--- config.mk ---
export PLATFORM = sky130hd
export DESIGN_NAME = instr_decode_stage
export DESIGN_NICKNAME = d
export VERILOG_FILES = /design/src/rtl/instr_decode_stage.sv
export SDC_FILE = /design/constraint.sdc
export NUM_CORES = 1
export LEC_CHECK = 0
export CORE_ASPECT_RATIO = 1.5
export CORE_MARGIN = 2
export CORE_UTILIZATION = 27
export CTS_BUF_LIST = sky130_fd_sc_hd__clkbuf_4
export DETAILED_ROUTE_END_ITERATION = 16
export GPL_TIMING_DRIVEN = 0
export SYNTH_ARGS = -nofsm -noshare
export SYNTH_HDL_FRONTEND = slang
export SYNTH_SLANG_ARGS = --single-unit
export TNS_END_PERCENT = 50
--- constraint.sdc ---
create_clock -name clk -period 2.8 [get_ports clk]
set_input_delay 0.28 -clock clk [delete_from_list [all_inputs] [get_ports clk]]
set_output_delay 0.28 -clock clk [all_outputs]
set_load 0.02 [all_outputs]
--- src/rtl/instr_decode_stage.sv ---
// RV32I decode stage: splits the fetched instruction, selects bypassed operands, builds the
// immediate, tracks in-flight destinations in a busy scoreboard and hands off through one register.
module instr_decode_stage #(
    parameter int XLEN       = 32,
    parameter int AW         = 5,
    parameter int USE_BYPASS = 1
) (
    input  logic            clk,
    input  logic            rst,
    input  logic [XLEN-1:0] instr_in,
    input  logic [XLEN-1:0] pc_in,
    input  logic            instrValid_in,
    output logic            instrReady_out,
    output logic [AW-1:0]   regOut1Addr_out,
    output logic [AW-1:0]   regOut2Addr_out,
    input  logic [XLEN-1:0] regOut1_in,
    input  logic [XLEN-1:0] regOut2_in,
    input  logic [AW-1:0]   wbAddr_in,
    input  logic            wbWE_in,
    input  logic [XLEN-1:0] wbData_in,
    input  logic            flush_in,
    output logic            exValid_out,
    input  logic            exReady_in,
    output logic [XLEN-1:0] exPc_out,
    output logic [XLEN-1:0] exRs1_out,
    output logic [XLEN-1:0] exRs2_out,
    output logic [XLEN-1:0] exImm_out,
    output logic [AW-1:0]   exRd_out,
    output logic [6:0]      exOpcode_out,
    output logic [2:0]      exFunct3_out,
    output logic            exFunct7b5_out,
    output logic            exIllegal_out
);

    localparam int NREG = 1 << AW;

    localparam logic [6:0] OPC_LUI    = 7'b0110111;
    localparam logic [6:0] OPC_AUIPC  = 7'b0010111;
    localparam logic [6:0] OPC_JAL    = 7'b1101111;
    localparam logic [6:0] OPC_JALR   = 7'b1100111;
    localparam logic [6:0] OPC_BRANCH = 7'b1100011;
    localparam logic [6:0] OPC_LOAD   = 7'b0000011;
    localparam logic [6:0] OPC_STORE  = 7'b0100011;
    localparam logic [6:0] OPC_OPIMM  = 7'b0010011;
    localparam logic [6:0] OPC_OP     = 7'b0110011;
    localparam logic [6:0] OPC_FENCE  = 7'b0001111;
    localparam logic [6:0] OPC_SYSTEM = 7'b1110011;

    logic [6:0]      opcode;
    logic [AW-1:0]   rs1;
    logic [AW-1:0]   rs2;
    logic [AW-1:0]   rd_field;
    logic [AW-1:0]   rd;
    logic            legal;
    logic            rs1_used;
    logic            rs2_used;
    logic            writes_rd;
    logic [31:0]     imm32;
    logic [XLEN-1:0] imm;
    logic [XLEN-1:0] op1;
    logic [XLEN-1:0] op2;
    logic [NREG-1:0] busy;
    logic [NREG-1:0] busy_next;
    logic            wb_hit_rs1;
    logic            wb_hit_rs2;
    logic            wb_hit_rd;
    logic            hazard;
    logic            accept;

    assign opcode          = instr_in[6:0];
    assign rs1             = instr_in[15 +: AW];
    assign rs2             = instr_in[20 +: AW];
    assign rd_field        = instr_in[7 +: AW];
    assign regOut1Addr_out = rs1;
    assign regOut2Addr_out = rs2;

    always_comb begin
        legal     = 1'b1;
        rs1_used  = 1'b1;
        rs2_used  = 1'b0;
        writes_rd = 1'b0;
        imm32     = 32'b0;
        case (opcode)
            OPC_LUI, OPC_AUIPC: begin
                rs1_used  = 1'b0;
                writes_rd = 1'b1;
                imm32     = {instr_in[31:12], 12'b0};
            end
            OPC_JAL: begin
                rs1_used  = 1'b0;
                writes_rd = 1'b1;
                imm32     = {{12{instr_in[31]}}, instr_in[19:12], instr_in[20],
                             instr_in[30:21], 1'b0};
            end
            OPC_JALR, OPC_LOAD, OPC_OPIMM: begin
                writes_rd = 1'b1;
                imm32     = {{20{instr_in[31]}}, instr_in[31:20]};
            end
            OPC_BRANCH: begin
                rs2_used = 1'b1;
                imm32    = {{20{instr_in[31]}}, instr_in[7], instr_in[30:25],
                            instr_in[11:8], 1'b0};
            end
            OPC_STORE: begin
                rs2_used = 1'b1;
                imm32    = {{20{instr_in[31]}}, instr_in[31:25], instr_in[11:7]};
            end
            OPC_OP: begin
                rs2_used  = 1'b1;
                writes_rd = 1'b1;
            end
            // FENCE and SYSTEM are legal but never write a tracked destination here
            OPC_FENCE, OPC_SYSTEM: begin
                imm32 = {{20{instr_in[31]}}, instr_in[31:20]};
            end
            default: begin
                legal = 1'b0;
            end
        endcase
    end

    assign rd  = (legal && writes_rd) ? rd_field : '0;
    assign imm = XLEN'(signed'(imm32));

    always_comb begin
        op1 = regOut1_in;
        op2 = regOut2_in;
        if (rs1 == '0) begin
            op1 = '0;
        end else if ((USE_BYPASS != 0) && wbWE_in && (wbAddr_in == rs1)) begin
            op1 = wbData_in;
        end
        if (rs2 == '0) begin
            op2 = '0;
        end else if ((USE_BYPASS != 0) && wbWE_in && (wbAddr_in == rs2)) begin
            op2 = wbData_in;
        end
    end

    // A writeback landing this cycle releases its register in time for the reader
    assign wb_hit_rs1 = wbWE_in && (wbAddr_in == rs1);
    assign wb_hit_rs2 = wbWE_in && (wbAddr_in == rs2);
    assign wb_hit_rd  = wbWE_in && (wbAddr_in == rd);

    assign hazard = (rs1_used && (rs1 != '0) && busy[rs1] && !wb_hit_rs1)
                  || (rs2_used && (rs2 != '0) && busy[rs2] && !wb_hit_rs2)
                  || ((rd != '0) && busy[rd] && !wb_hit_rd);

    assign instrReady_out = (!exValid_out || exReady_in) && !hazard && !flush_in;
    assign accept         = instrValid_in && instrReady_out;

    // Clears first, then the new destination, so a set on the same index wins
    always_comb begin
        busy_next = busy;
        if (wbWE_in && (wbAddr_in != '0)) begin
            busy_next[wbAddr_in] = 1'b0;
        end
        if (flush_in && exValid_out && (exRd_out != '0)) begin
            busy_next[exRd_out] = 1'b0;
        end
        if (accept && (rd != '0)) begin
            busy_next[rd] = 1'b1;
        end
        busy_next[0] = 1'b0;
    end

    always_ff @(posedge clk) begin
        if (rst) begin
            busy <= '0;
        end else begin
            busy <= busy_next;
        end
    end

    always_ff @(posedge clk) begin
        if (rst) begin
            exValid_out    <= 1'b0;
            exPc_out       <= '0;
            exRs1_out      <= '0;
            exRs2_out      <= '0;
            exImm_out      <= '0;
            exRd_out       <= '0;
            exOpcode_out   <= '0;
            exFunct3_out   <= '0;
            exFunct7b5_out <= 1'b0;
            exIllegal_out  <= 1'b0;
        end else if (flush_in) begin
            exValid_out <= 1'b0;
        end else if (accept) begin
            exValid_out    <= 1'b1;
            exPc_out       <= pc_in;
            exRs1_out      <= op1;
            exRs2_out      <= op2;
            exImm_out      <= imm;
            exRd_out       <= rd;
            exOpcode_out   <= opcode;
            exFunct3_out   <= instr_in[14:12];
            exFunct7b5_out <= instr_in[30];
            exIllegal_out  <= !legal;
        end else if (exReady_in && exValid_out) begin
            exValid_out <= 1'b0;
        end
    end

endmodule
* After elaboration in Yosys (flattened, before gate mapping)
Cells that the tools add are included.
** Storage, ports and cells
- Word-level logic and storage cells :: 116
- Input port bits :: 171
- Flip-flop bits (word level) :: 178
- Output and inout bits :: 157
** Cells by class
- Bitwise gates (word level) :: 6
- Equal/unequal tests :: 14
- Mux-type cells :: 27
- Magnitude comparators :: 8
- Reduce and logical (&&, ||, !) cells :: 49
** Operators by type and width (number)
- $mux W32 :: 7
- $pmux W32 S5 :: 1
- $and A32 B32 Y32 :: 2
- $not A32 Y32 :: 2
- $or A32 B32 Y32 :: 1
- $lt A5 B6 Y1 const B :: 5
- $eq A7 B7 Y1 const B :: 4
- $reduce_bool A5 Y1 :: 5
- $logic_and A1 B1 Y1 :: 23
- $eq A7 B6 Y1 const B :: 3
- $bmux W1 S5 :: 3
- $demux W1 S5 :: 3
- $eq A5 B5 Y1 :: 3
- $ge A5 B1 Y1 const B :: 3
- $eq A7 B5 Y1 const B :: 2
- $mux W1 :: 12
- $reduce_or A11 Y1 :: 1
- $logic_not A5 Y1 :: 2
- $eq A7 B2 Y1 const B :: 1
- $eq A7 B4 Y1 const B :: 1
- $logic_not A1 Y1 :: 7
- $reduce_or A7 Y1 :: 1
- $reduce_or A3 Y1 :: 2
- $mux W5 :: 1
- other kinds (6) :: 9

* Depth between registers and ports, before layout
- Word-level depth :: 16
- Mapped depth :: 13

* Least setup slack after synthesis
OpenSTA, ideal clock, no wires.
- Path type :: input port to flip-flop
- Start :: in instr_in[4]
- End :: reg exPc_out[27]
- Cell stages on the path :: 12
- Arrival time :: 2556 ps
- Setup time :: 132 ps
- Path buffers :: 3
- Required time :: 2668 ps
- Slack :: 111 ps
- Path through :: buf_2 > o21bai_1 > a32o_1 > buf_6 > a31oi_1 > a21oi_1 > or4b_1 > o211ai_2 > inv_2 > clkbuf_1 > nand3_1 > a21oi_1
** On the way
- Cells in the longest elaborated chain, start to end :: 15
- Elaborated cells on any way between the ends :: 42
** RTL lines
- from (decl) :: line 10 : input logic [XLEN-1:0] instr_in,
- $eq A7 B4 Y1, or another cell as far along :: line 83 : case (opcode)
- $reduce_or A11 Y1 (no source line) / $reduce_or A7 Y1 (equally long branches)
- $mux W1 :: line 83
- $logic_and A1 B1 Y1 :: line 122 : assign rd = (legal && writes_rd) ? rd_field : '0;
- $mux W5 :: line 122
- $bmux W1 S5 / $eq A5 B5 Y1 (equally long branches) :: line 147, 143
- $mux W1 (implied by the code) / $logic_and A1 B1 Y1 (equally long branches) :: line 147, 143
- $logic_and A1 B1 Y1 / $logic_not A1 Y1 (equally long branches) :: line 147 : || ((rd != '0) && busy[rd] && !wb_hit_rd);
- $logic_and A1 B1 Y1 :: line 147
- $logic_or A1 B1 Y1 * :: line 147
- $logic_not A1 Y1 * :: line 149 : assign instrReady_out = (!exValid_out || exReady_in) && !hazard && !flush_in;
- $logic_and A1 B1 Y1 * (2 in a row) :: line 149
- net instrReady_out :: line 13 : output logic instrReady_out,
- $logic_and A1 B1 Y1 * :: line 150 : assign accept = instrValid_in && instrReady_out;
- $reduce_and A2 Y1 (no source line) *
- to (signal assigned) :: line 191 : exPc_out <= pc_in;
- to (decl) :: line 24 : output logic [XLEN-1:0] exPc_out,
Mark *: on every way through the listed nets, which the timed path passes. The rest lies on a longest branch. The select of a mux whose other input is x is not followed.
A chain may end at the register's enable or synchronous reset.

* Worst setup path after layout
- Start :: in instr_in[9]
- End :: out instrReady_out
** On the way
- Cells in the longest elaborated chain, start to end :: 9
- Elaborated cells on any way between the ends :: 13
** RTL lines (line)
- $mux W5 * :: 122
- $bmux W1 S5 / $eq A5 B5 Y1 (equally long branches) :: 147, 143
- $mux W1 (implied by the code) / $logic_and A1 B1 Y1 (equally long branches) :: 147, 143
- $logic_and A1 B1 Y1 / $logic_not A1 Y1 (equally long branches) :: 147
- $logic_and A1 B1 Y1 * :: 147
- $logic_or A1 B1 Y1 * :: 147
- $logic_not A1 Y1 * :: 149
- $logic_and A1 B1 Y1 * (2 in a row) :: 149
- to (decl) :: 13
Mark *: on every way between the ends. The rest lies on a longest branch, timed or not. The select of a mux whose other input is x is not followed.

==> reports/results.txt <==
LEAKAGE: 5.54 nW
critical-path maximum fanout: 10
failing checks: negative setup slack
Data arrival, critical path: 2840 ps
Reg-to-Reg Start: busy[17]
number of synthesized flops with an enable pin: 0
Hold WS: 97.4 ps
initial core utilization: 27.2%
critical-path cell list: clkdlybuf4s50_1 > clkbuf_1 > nand2b_1 > o41ai_1 > or4b_4 > o211ai_4 > inv_4 > clkbuf_16 > buf_8
fillers: 3401
post-route minimum period: 3120 ps
Max-slew headroom: 17.2%
DR vias: 11000
Synth top area share: 36.5%
# setup viols final: 160
cell type with the largest total area after synthesis: dfxtp_1
post-route cell area: 0.0162 mm2
area of the multi-input gates: 0.00698 mm2
Area after DPL: 0.0135 mm2
total track usage: 23.2%
CP endpoint kind: output pin
Clock Tree Buf Depth: 2
I/O Buffers: 316
largest net degree at the start of global routing: 18
Nets: 1673
Worst Hold Class: in -> reg
Gate Count Post-Synth: 1122
die width: 159 um
initial antenna violation count: 4
startpoint types: primary input
Core Footprint: 0.0356 mm2
Cell Area, Synth: 0.00970 mm2
wire per inst: 23.1 um
synth unique cells: 62
top_reg_cell synth: dfxtp_1
drt pass-1 iters: 5
GPL Wtd Cong: 0.966
layout cells sized above 1: 24.3%
overall power: 6.22 mW
clk_lat worst skew: 680 ps
clk_skew: 28.0 ps
final worst path period share: 112%
CTS sink count: 177
number of synthesized register bits: 177
largest cells by area after synthesis: dfxtp_1 (37%), mux2i_1 (7.6%), o31ai_1 (7.5%)
YS warnings: 0
full die area: 0.0375 mm2
Die H: 236 um
Setup WS post-layout: -324 ps
first-pass GRT wire length: 67100 um
root buffer selected by CTS: clkbuf_4
vias per inst: 5.48
Area Growth Syn to Fin: 67.6%
Seq/Total Area, Yosys: 36.5%
DP HPWL: 33400 um
RSZ-0062 raised after global routing: true
CTS tree: yes
kind of critical path: in -> out
Max Clk Rate: 320 MHz
Pwr Density: 383 mW/mm2
DR iter-0 viols: 831
Top Ports: 328
final wirelength: 46200 um
syn nets: 1293
antenna-violating nets left: 0
status: finished, violations left
top post-synthesis cells by count: dfxtp_1 (177), o21ai_0 (120), a21oi_1 (101)
vias in the first global route: 10800
CTS Buf Count: 17
DRC viols: 0
crit path max-delay cell type: clkdlybuf4s50_1
htree depth: 4
FP Rows: 85
data required time at the worst endpoint: 2520 ps
final hold vios: 0
Post-synth ARST share: 0%
Slew Limit Fails: 0
setup_tns: -20030 ps
Worst-Margin Slew: 1240 ps
Clk pin slew, worst setup/hold paths: 160 ps
Crit. Startpoint: instr_in[9]
Hold Startpoint: instr_in[3]
Avg Inst Size Synth: 8.64 um2
Post-Place Setup Slack: -2300 ps
grt total ovfl: 0
worst vdd ir: 0.000246 V
Max stage delay on crit path: 640 ps
max cap viols: 0
storage element area: 0.00356 mm2
cell with the most instances after synthesis: dfxtp_1
## power by group
group / switching (mW) / total (mW) / internal [mW]
registers: 0.0596 / 2.68 / 2.62
clock network: 1.07 / 1.74 / 0.661
logic: 0.980 / 1.80 / 0.820
total: 2.11 / 6.22 / 4.10
## worst max-delay path: cells and delay by family
family | cells | cell delay [ps]
buffers and inverters | 5 | 1460
AND/OR/NAND/NOR | 2 | 760
AO/OA/AOI/OAI | 2 | 330
## routing by layer
metal  up-vias  track usage, %  share of wire, %
li1       4972               -                 -
met1      5303            25.2                36
met2       521            41.8                51
met3       163            5.61               7.2
met4         0            11.9               6.1
met5         -               0                 0
## per-stage QoR
step           util (%)  instances
6_report           45.6       1998
5_1_grt            45.6       1996
3_3_place_gp       37.8       1916
2_1_floorplan         -       1122
4_1_cts            41.2       1978
3_5_place_dp       37.8       1916
## cell type report
| type | count | area share (%) |
|---|---|---|
| Clock buffer | 18 | 0.832 |
| Buffer | 130 | 5.56 |
| Tap cell | 478 | 3.68 |
| Multi-Input combinational cell | 803 | 43.0 |
| Timing Repair Buffer | 362 | 23.5 |
| Sequential cell | 177 | 21.9 |
| Inverter | 11 | 0.270 |
| Clock inverter | 14 | 1.19 |
| Antenna cell | 5 | 0.0770 |
## flip-flops by register name (all words and copies together) (netlist names), 3 cells and up
signal        cells
exRs1_out        32
busy             31
exRs2_out        32
exPc_out         32
exFunct3_out      3
exRd_out          5
exImm_out        32
exOpcode_out      7
## kinds of logic (layout without fill, tap and decap cells)
| group | after synthesis | count (layout) | share of synthesized area, % |
|---|---|---|---|
| xor+xnor | 15 | 15 | 1.35 |
| flops | 177 | 177 | 36.5 |
| simple gates | 284 | 284 | 17.1 |
| buf+inv | 142 | 535 | 6.70 |
| other cells | 0 | 5 | 0 |
| mux | 93 | 93 | 11.6 |
| compound gates | 411 | 411 | 26.7 |
## repair_timing
action / in CTS / in global routing
setup buffers: 23 / 11
endpoints found under the hold margin: 3 / 0
resized for setup: 154 / 320
cloned: 5 / 6
pin swaps: 43 / 87
endpoints found under the setup margin: 178 / 178
hold buffers: 3 / 0
## layout by cell type, fill, tap and decap left out, drive strengths merged, types with 8 or more instances in the layout
cell type	synthesis	layout
clkdlybuf4s50	0	312
dfxtp	177	177
o21ai	123	123
a21oi	102	102
clkbuf	77	102
nor2b	100	100
o31ai	97	97
buf	54	90
mux2i	74	74
nand3	60	60
o221ai	30	30
a211oi	29	29
nand2	24	24
nor2	20	20
inv	11	17
nand2b	16	16
mux4	15	15
xor2	10	10
nand3b	9	9
or3	8	8
nor3b	8	8
## final timing paths
| path | end | slack (ps) | cells after the start |
|---|---|---|---|
| setup / recovery | instrReady_out | -320 | 9 |
| hold / removal | exIllegal_out | 100 | 3 |
| setup reg to reg | busy[7] | -210 | 14 |
| hold reg to reg | exPc_out[18] | 480 | 2 |
No activity file was read; power rests on OpenSTA's default activity.
==> RTL edit: new RTL, same flow settings <==
The parameter `AW` goes from 5 to 3.
--- a/src/rtl/instr_decode_stage.sv
+++ b/src/rtl/instr_decode_stage.sv
@@ -2,7 +2,7 @@
 // immediate, tracks in-flight destinations in a busy scoreboard and hands off through one register.
 module instr_decode_stage #(
     parameter int XLEN       = 32,
-    parameter int AW         = 5,
+    parameter int AW         = 3,
     parameter int USE_BYPASS = 1
 ) (
     input  logic            clk,
Interface: changed (resized exRd_out, regOut1Addr_out, regOut2Addr_out and wbAddr_in); port bits go from 328 to 320. No check against the original RTL was run, so the function may have changed too.
==> RTL edit against the unedited design <==
- count of clock-buffer cells in the layout unchanged
- combinational power down 31%
- routed wire length down 35%
- cell area down 29%
- utilization down 4.1 points
- setup slack better by 460 ps
- total power down 21%
- synthesized area down 21%
- sequential cell count down 26
- critical endpoint unchanged
- highest routed layer is now met5
==> RTL edit: results (changes against the unedited design) <==
Status
  • Status: finished clean

Synthesis
  • Syn_nets: 1030 (-20%)
  • Seq/Total Area, Yosys: 0.395 (+0.0297)
  • Synth cell types: 56 (-9.7%)
  • Synth Instances: 861 (-23%)
  • Top cells by count, synth: 151 x dfxtp_1, 94 x a21oi_1, 73 x mux2i_1
  • Xor and xnor area share after synthesis: 0.0114 (-0.00210)
  • Compound-Gate Fraction of Synth Area: 0.159 (-0.109)
  • Mux cell area share after synthesis: 0.202 (+0.0856)

Layout
  • Nets: 1368 (-18%)
  • Share of cells above drive strength 1: 0.132 (-0.111)
  • Final Instance Count excl. Fillers: 1559 (-22%)

Critical path
  • Reg-to-reg critical path endpoint: exRs1_out[20]$_SDFFE_PP0P_
  • Reg2Reg Setup Slack: 390 ps (+600 ps)
  • Critical R2R Launch: busy[7]$_SDFF_PP0_
  • Worst R2R Path Depth: 8 (-6)
  • CP max FO: 19 (+9)

Pwr
  • Max IR drop VDD: 0.000220 V (-10%)
  • Static leakage power: 0.00456 uW (-18%)

Timing
  • Clock Skew: 21.5 ps (-6.44 ps)
  • Max_slew headroom: 0.418 (+0.246)

Clock tree
  • Post_cts resized: 23 (-85%)
  • # hold bufs at CTS: 4 (+1)
  • Clock Pin Slew Worst Setup and Hold Paths: 140 ps (-20 ps)
  • Post CTS Setup Buffer Count: 2 (-91%)

Place
  • Dpl hpwl: 23.4 mm (-30%)
  • Post-placement cell count: 1517 (-21%)
  • Port buffer count: 310 (-1.9%)

GRT
  • Total Routing Usage GR: 0.197 (-0.0353)
  • First-pass GRT wire length: 44.7 mm (-33%)
  • Vias in the first global route: 7845 (-28%)
  • Largest net degree at the start of global routing: 20 (+2)

Hold path
  • Hold Crit Endpoint: exImm_out[2]$_SDFFE_PP0P_
  • Hold path start: instr_in[22]

Routing
  • Met2 routed WL: 15.8 mm (-33%)
  • Top routing layer used: met5
  • Met3 WL: 2.13 mm (-36%)
  • Vias: 7715 (-30%)
## RTL edit: report_power, final
| part | switching (uW) | internal [uW] | total [uW] | leakage, uW |
|---|---|---|---|---|
| Clock | 857 | 529 | 1390 | 0.000140 |
| Combinational | 623 | 621 | 1240 | 0.00319 |
| Sequential | 49.9 | 2250 | 2300 | 0.00123 |
## RTL edit: cell families after synthesis
logic type | count (synthesis)
simple gates | 263
compound gates | 205
flops | 151
buf+inv | 88
mux | 144
xor+xnor | 10
## RTL edit: stage by stage
stage / TNS (ps) / worst slack [ps] / utilization / cell area, um^2 / hold slack (ps)
global route: 0 / 15.1 / 0.415 / 11600 / 48.4
finish: 0 / 140 / 0.415 / 11600 / 68.5
floorplan: 0 / 434 / - / 7650 / 359
detailed placement: -60200 / -915 / 0.400 / 11200 / 466
global placement: -59060 / -930 / 0.400 / 11200 / 448
CTS: 0 / 20.1 / 0.413 / 11500 / 0.638
## RTL edit: worst max-delay path, cell delays in order
cell,delay [ps]
dlygate4sd3_1,520
buf_2,240
nand2b_1,170
o22ai_1,90
or4_4,570
nand3_4,120
buf_12,160
nor3_1,50
buf_2,170
## RTL edit: per-layer routing
metal / GRT usage / vias up
met2: 0.377 / 302
met5: 0 / -
met1: 0.197 / 3623
met4: 0.0803 / 6
met3: 0.0559 / 45
li1: - / 3739
## RTL edit: area by class of cell
type	instances	share of cell area
Tap cell	346	0.0373
Buffer	85	0.0374
Timing Repair Buffer	320	0.274
Clock buffer	18	0.0116
Sequential cell	151	0.261
Inverter	2	0.000647
Multi-Input combinational cell	622	0.366
Clock inverter	13	0.0113
Antenna cell	2	0.000431
